File: src/rtl/imem_fetch.sv
// Instruction memory with a boot-load port and a single registered fetch result.
// Define IMEM_PRELOAD_EN to start from a built-in program in RUN instead of BOOT.
module imem_fetch #(
    parameter int ADDR_W = 5,
    parameter int DATA_W = 32
) (
    input  logic              clk,
    input  logic              rst,
    input  logic              req,
    input  logic [31:0]       addr,
    output logic              ready,
    output logic              valid,
    output logic [DATA_W-1:0] inst,
    output logic              err,
    input  logic              inst_ack,
    input  logic              ld_en,
    input  logic [ADDR_W-1:0] ld_addr,
    input  logic [DATA_W-1:0] ld_data,
    input  logic              ld_done,
    output logic              booted
);

    typedef enum logic {BOOT, RUN} state_t;

`ifdef IMEM_PRELOAD_EN
    localparam state_t RESET_STATE = RUN;
`else
    localparam state_t RESET_STATE = BOOT;
`endif

    state_t            state_q, state_d;
    logic              valid_q, valid_d;
    logic              err_q, err_d;
    logic [DATA_W-1:0] inst_q, inst_d;
    logic [ADDR_W-1:0] wordIdx;
    logic              addrErr;
    logic              accept;
    logic [DATA_W-1:0] memWord;

    assign wordIdx = addr[ADDR_W+1:2];
    assign addrErr = (addr[1:0] != 2'b00) || ((addr >> (ADDR_W + 2)) != 32'd0);

`ifdef IMEM_PRELOAD_EN
    // The preloaded image never returns to BOOT, so it can never be rewritten: a ROM suffices.
    logic unusedLoad;
    assign unusedLoad = ^{ld_en, ld_addr, ld_data};

    always_comb begin
        memWord = '0;
        case (32'(wordIdx))
            32'd0:   memWord = DATA_W'(32'h20010008);
            32'd1:   memWord = DATA_W'(32'h3402000c);
            32'd2:   memWord = DATA_W'(32'h00411822);
            32'd3:   memWord = DATA_W'(32'h2004000a);
            32'd4:   memWord = DATA_W'(32'h00442825);
            32'd5:   memWord = DATA_W'(32'h00443024);
            32'd6:   memWord = DATA_W'(32'h00223820);
            32'd7:   memWord = DATA_W'(32'h08000009);
            32'd8:   memWord = DATA_W'(32'h14220001);
            32'd9:   memWord = DATA_W'(32'h1026fffe);
            32'd10:  memWord = DATA_W'(32'hac03000c);
            32'd11:  memWord = DATA_W'(32'h8c04000c);
            32'd12:  memWord = DATA_W'(32'h3048000a);
            default: memWord = '0;
        endcase
    end
`else
    logic [DATA_W-1:0] mem_q [2**ADDR_W];

    // Memory is deliberately not reset so a loaded program survives rst.
    always_ff @(posedge clk) begin
        if (state_q == BOOT && ld_en) begin
            mem_q[ld_addr] <= ld_data;
        end
    end

    assign memWord = mem_q[wordIdx];
`endif

    always_ff @(posedge clk) begin
        if (rst) begin
            state_q <= RESET_STATE;
            valid_q <= 1'b0;
            err_q   <= 1'b0;
            inst_q  <= '0;
        end else begin
            state_q <= state_d;
            valid_q <= valid_d;
            err_q   <= err_d;
            inst_q  <= inst_d;
        end
    end

    assign ready  = (state_q == RUN) && (!valid_q || inst_ack);
    assign accept = req && ready;

    always_comb begin
        state_d = state_q;
        valid_d = valid_q;
        err_d   = err_q;
        inst_d  = inst_q;
        if (state_q == BOOT && ld_done) begin
            state_d = RUN;
        end
        if (accept) begin
            valid_d = 1'b1;
            err_d   = addrErr;
            inst_d  = addrErr ? '0 : memWord;
        end else if (valid_q && inst_ack) begin
            valid_d = 1'b0;
        end
    end

    assign valid  = valid_q;
    assign err    = err_q;
    assign inst   = inst_q;
    assign booted = (state_q == RUN);

endmodule

File: config.mk
export PLATFORM = sky130hd
export DESIGN_NAME = imem_fetch
export DESIGN_NICKNAME = d
export VERILOG_FILES = /design/src/rtl/imem_fetch.sv
export SDC_FILE = /design/constraint.sdc
export NUM_CORES = 1
export LEC_CHECK = 0
export BUFFER_PORTS_ARGS = -buffer_cell sky130_fd_sc_hd__buf_2
export CORE_UTILIZATION = 55
export CTS_BUF_LIST = sky130_fd_sc_hd__clkbuf_16
export DETAILED_ROUTE_END_ITERATION = 7
export PLACE_DENSITY = 0.8
export SYNTH_ARGS = -nofsm -noshare
export SYNTH_HDL_FRONTEND = slang
export SYNTH_SLANG_ARGS = --single-unit
File: constraint.sdc
create_clock -name clk -period 2.7 [get_ports clk]
set_input_delay 0.54 -clock clk [delete_from_list [all_inputs] [get_ports clk]]
set_output_delay 0.54 -clock clk [all_outputs]
set_load 0.01 [all_outputs]
==> impl_metrics.env <==
export IMPL_core_sq_um=71850
export IMPL_wl_per_cell_microns=31.01
export IMPL_status="finished, final reports clean"
export IMPL_fin_area_sq_um=46450
export IMPL_netlist_instances=1957
export IMPL_worstMarginPinSlew_ns=0.7283
export IMPL_cp_start_kind="flip-flop"
export IMPL_leakage_uw=0.01564
export IMPL_nFillCells=4484
export IMPL_ys_seq_elements=1059
export IMPL_drt_iter0_markers=3245
export IMPL_clk_latency_ns=0.67
export IMPL_syn_num_nets=2032
export IMPL_clock_fmax_mhz=434.1
export IMPL_holdPathStages=3
export IMPL_final_cell_mix="1024 x edfxtp_1, 192 x mux2i_1, 160 x mux4_2, 108 x buf_2, 101 x buf_4"
export IMPL_row_count=98
export IMPL_area_growth_pct=15.54
export IMPL_cp_max_fo=28
export IMPL_final_nets=2274
export IMPL_cts_setup_buffers=0
export IMPL_tritoncts="yes"
export IMPL_die_x_microns=272.4
export IMPL_setup_viol_count_final=0
export IMPL_synth_cell_types=44
export IMPL_fp_dieArea_sq_um=74180
export IMPL_async_flop_share_pct=0
export IMPL_die_h_microns=272.4
export IMPL_period_minus_slack_ns=2.304
export IMPL_finalCritPeriodShare_pct=85.32
export IMPL_hold_class="in2reg"
export IMPL_syn_area_per_cell_sq_um=20.54
export IMPL_wl_microns=100200
export IMPL_dp_cells=3049
export IMPL_regToRegSetupSlack_ns=0.40
export IMPL_antenna_left=0
export IMPL_htreeDepth=3
export IMPL_layout_commonest_cell="edfxtp_1"
export IMPL_clockBufferDepth=3
export IMPL_yosys_warnings=0
export IMPL_synth_edf_count=1024
export IMPL_ys_top_cells_by_area="edfxtp_1 76%, mux4_2 9.0%, mux2i_1 4.8%"
export IMPL_vias=21360
export IMPL_ctsHoldBuffers=0
export IMPL_pin_count=111
export IMPL_regArea_sq_um=31450
export IMPL_clock_skew_ns=0.02371
export IMPL_dp_hpwl_microns=57530
export IMPL_grt_pass1_vias=21940
export IMPL_p_per_area_nw_per_um2=725.0
export IMPL_arrival_ns=2.91
export IMPL_netlist_area_sq_um=40200
export IMPL_rsz0062_at_grt="no"
export IMPL_setup_tns_ns=0
export IMPL_r2r_end="inst[5]"
export IMPL_grt_antenna_before_repair=3
export IMPL_multiInputGateArea_sq_um=8484
export IMPL_yosysTopAreaCell="edfxtp_1"
export IMPL_place_port_buffers=110
export IMPL_vias_per_cell=6.608
export IMPL_track_usage_pct=27.36
export IMPL_drive_above_1_share_pct=26.07
export IMPL_drc=0
export IMPL_initial_core_util_pct=55.95
export IMPL_cap_violations=0
export IMPL_yosysSeqAreaShare_pct=78.23
export IMPL_ff2ff_path_depth=7
export IMPL_slew_violations=0
export IMPL_min_to="booted"
export IMPL_end_kind="flip-flop"
export IMPL_yosys_area_top_type_share_pct=76.48
export IMPL_final_hold_violation_count=0
export IMPL_cts_root_buf="clkbuf_16"
export IMPL_crit_required_ns=3.31
export IMPL_grt_pass1_wl_microns=145300
export IMPL_placed_area_sq_um=43190
export IMPL_relSlewSlack_pct=51.00
export IMPL_finalNonFillerCells=3232
export IMPL_post_cts_resize_count=0
export IMPL_clkTransAtPathRegs_ns=0.06
export IMPL_dr_pass1_iters=5
export IMPL_worstSetupPathType="reg2reg"
export IMPL_peakVddDrop_v=0.0006195
export IMPL_hp_start="ld_done"
export IMPL_overflow=0
export IMPL_diodes=0
export IMPL_gp_congestion=0.8235
export IMPL_synth_main_ff_cell="edfxtp_1"
export IMPL_cts_sinks=1059
export IMPL_cts_made_buffers=98
export IMPL_grt_max_degree=43
export IMPL_r2r_start="booted"
[worst max path at each step]
stage                       start           end  slack, ns  cells after the start
after floorplan             ld_en  mem_q[12][0]      -0.18                      4
after CTS                  booted       inst[5]       0.38                      7
final                      booted       inst[5]       0.40                      7
after detailed placement  addr[2]      inst[14]      -0.01                      7
after global placement    addr[2]      inst[14]      -0.07                      7
after global routing       booted       inst[5]       0.33                      7
[critical path, cell delays in order (launching register included)]
cell and delay (ns):
dfxtp_1 0.66, nand2_1 0.20, nor3_2 0.23, nand4_2 0.16
buf_12 0.22, a2111oi_1 0.47, buf_4 0.20, a21o_1 0.09
[synthesized netlist by cell type, types with 3 or more instances]
master	n
nor3_1	23
a22oi_1	60
or4_1	7
o21ai_0	11
or4b_1	4
dfxtp_1	35
clkbuf_1	45
edfxtp_1	1024
a2111oi_1	9
buf_4	13
buf_2	36
nand3_1	14
nor2_1	65
mux2i_1	192
o22ai_1	96
or3_1	5
and3_1	12
buf_1	3
o21ai_1	14
nand2b_1	4
a21o_1	16
mux4_2	160
nand3b_1	5
nor4_1	11
nand2_1	52
buf_6	8
a22o_1	4
a2111oi_2	5
nor2b_1	3
[where the power goes]
group	internal, uW	switching [uW]
Clock	8100	5930
Sequential	18100	25.7
Combinational	566	955
[cell type report]
type,count,share of cell area (%)
repair buffers,248,4.455
multi-input cells,792,18.27
clock buffers,99,5.333
well taps,950,2.559
clock inverters,84,1.678
flip-flops and latches,1059,67.71
[kinds of logic (layout without fill, tap and decap cells)]
family	after synthesis	count (layout)	share of synthesized area, %
multiplexers	352	352	13.74
flip-flops	1059	1059	78.23
AO/OA/AOI/OAI	220	220	3.806
buffers and inverters	106	431	1.400
AND/OR/NAND/NOR	220	220	2.823
[metal layers]
layer  vias up  wire length, microns  GRT usage (%)
li1       8639                     -              -
met1     10930                 35820          36.87
met2      1554                 49070          44.47
met3       229                 12120          5.889
met4         6                  3173          9.728
met5         -                    37              0
[through the flow]
step	util (%)	total power (uW)	hold slack (ns)	worst slack [ns]
6_report	64.64	33680	0.09723	0.3964
5_1_grt	64.64	34420	0.08323	0.3348
4_1_cts	64.64	33770	0.06628	0.3832
3_5_place_dp	60.11	19960	0.4478	-0.01403
3_3_place_gp	60.11	19900	0.4422	-0.07450
2_1_floorplan	-	19260	0.4737	-0.1823
[state kept, by name, summed over array words and instances (netlist names)]
name and count:
mem_q 1024, inst 32, booted 1, valid 1, err 1
(Power assumes the default switching activity.)
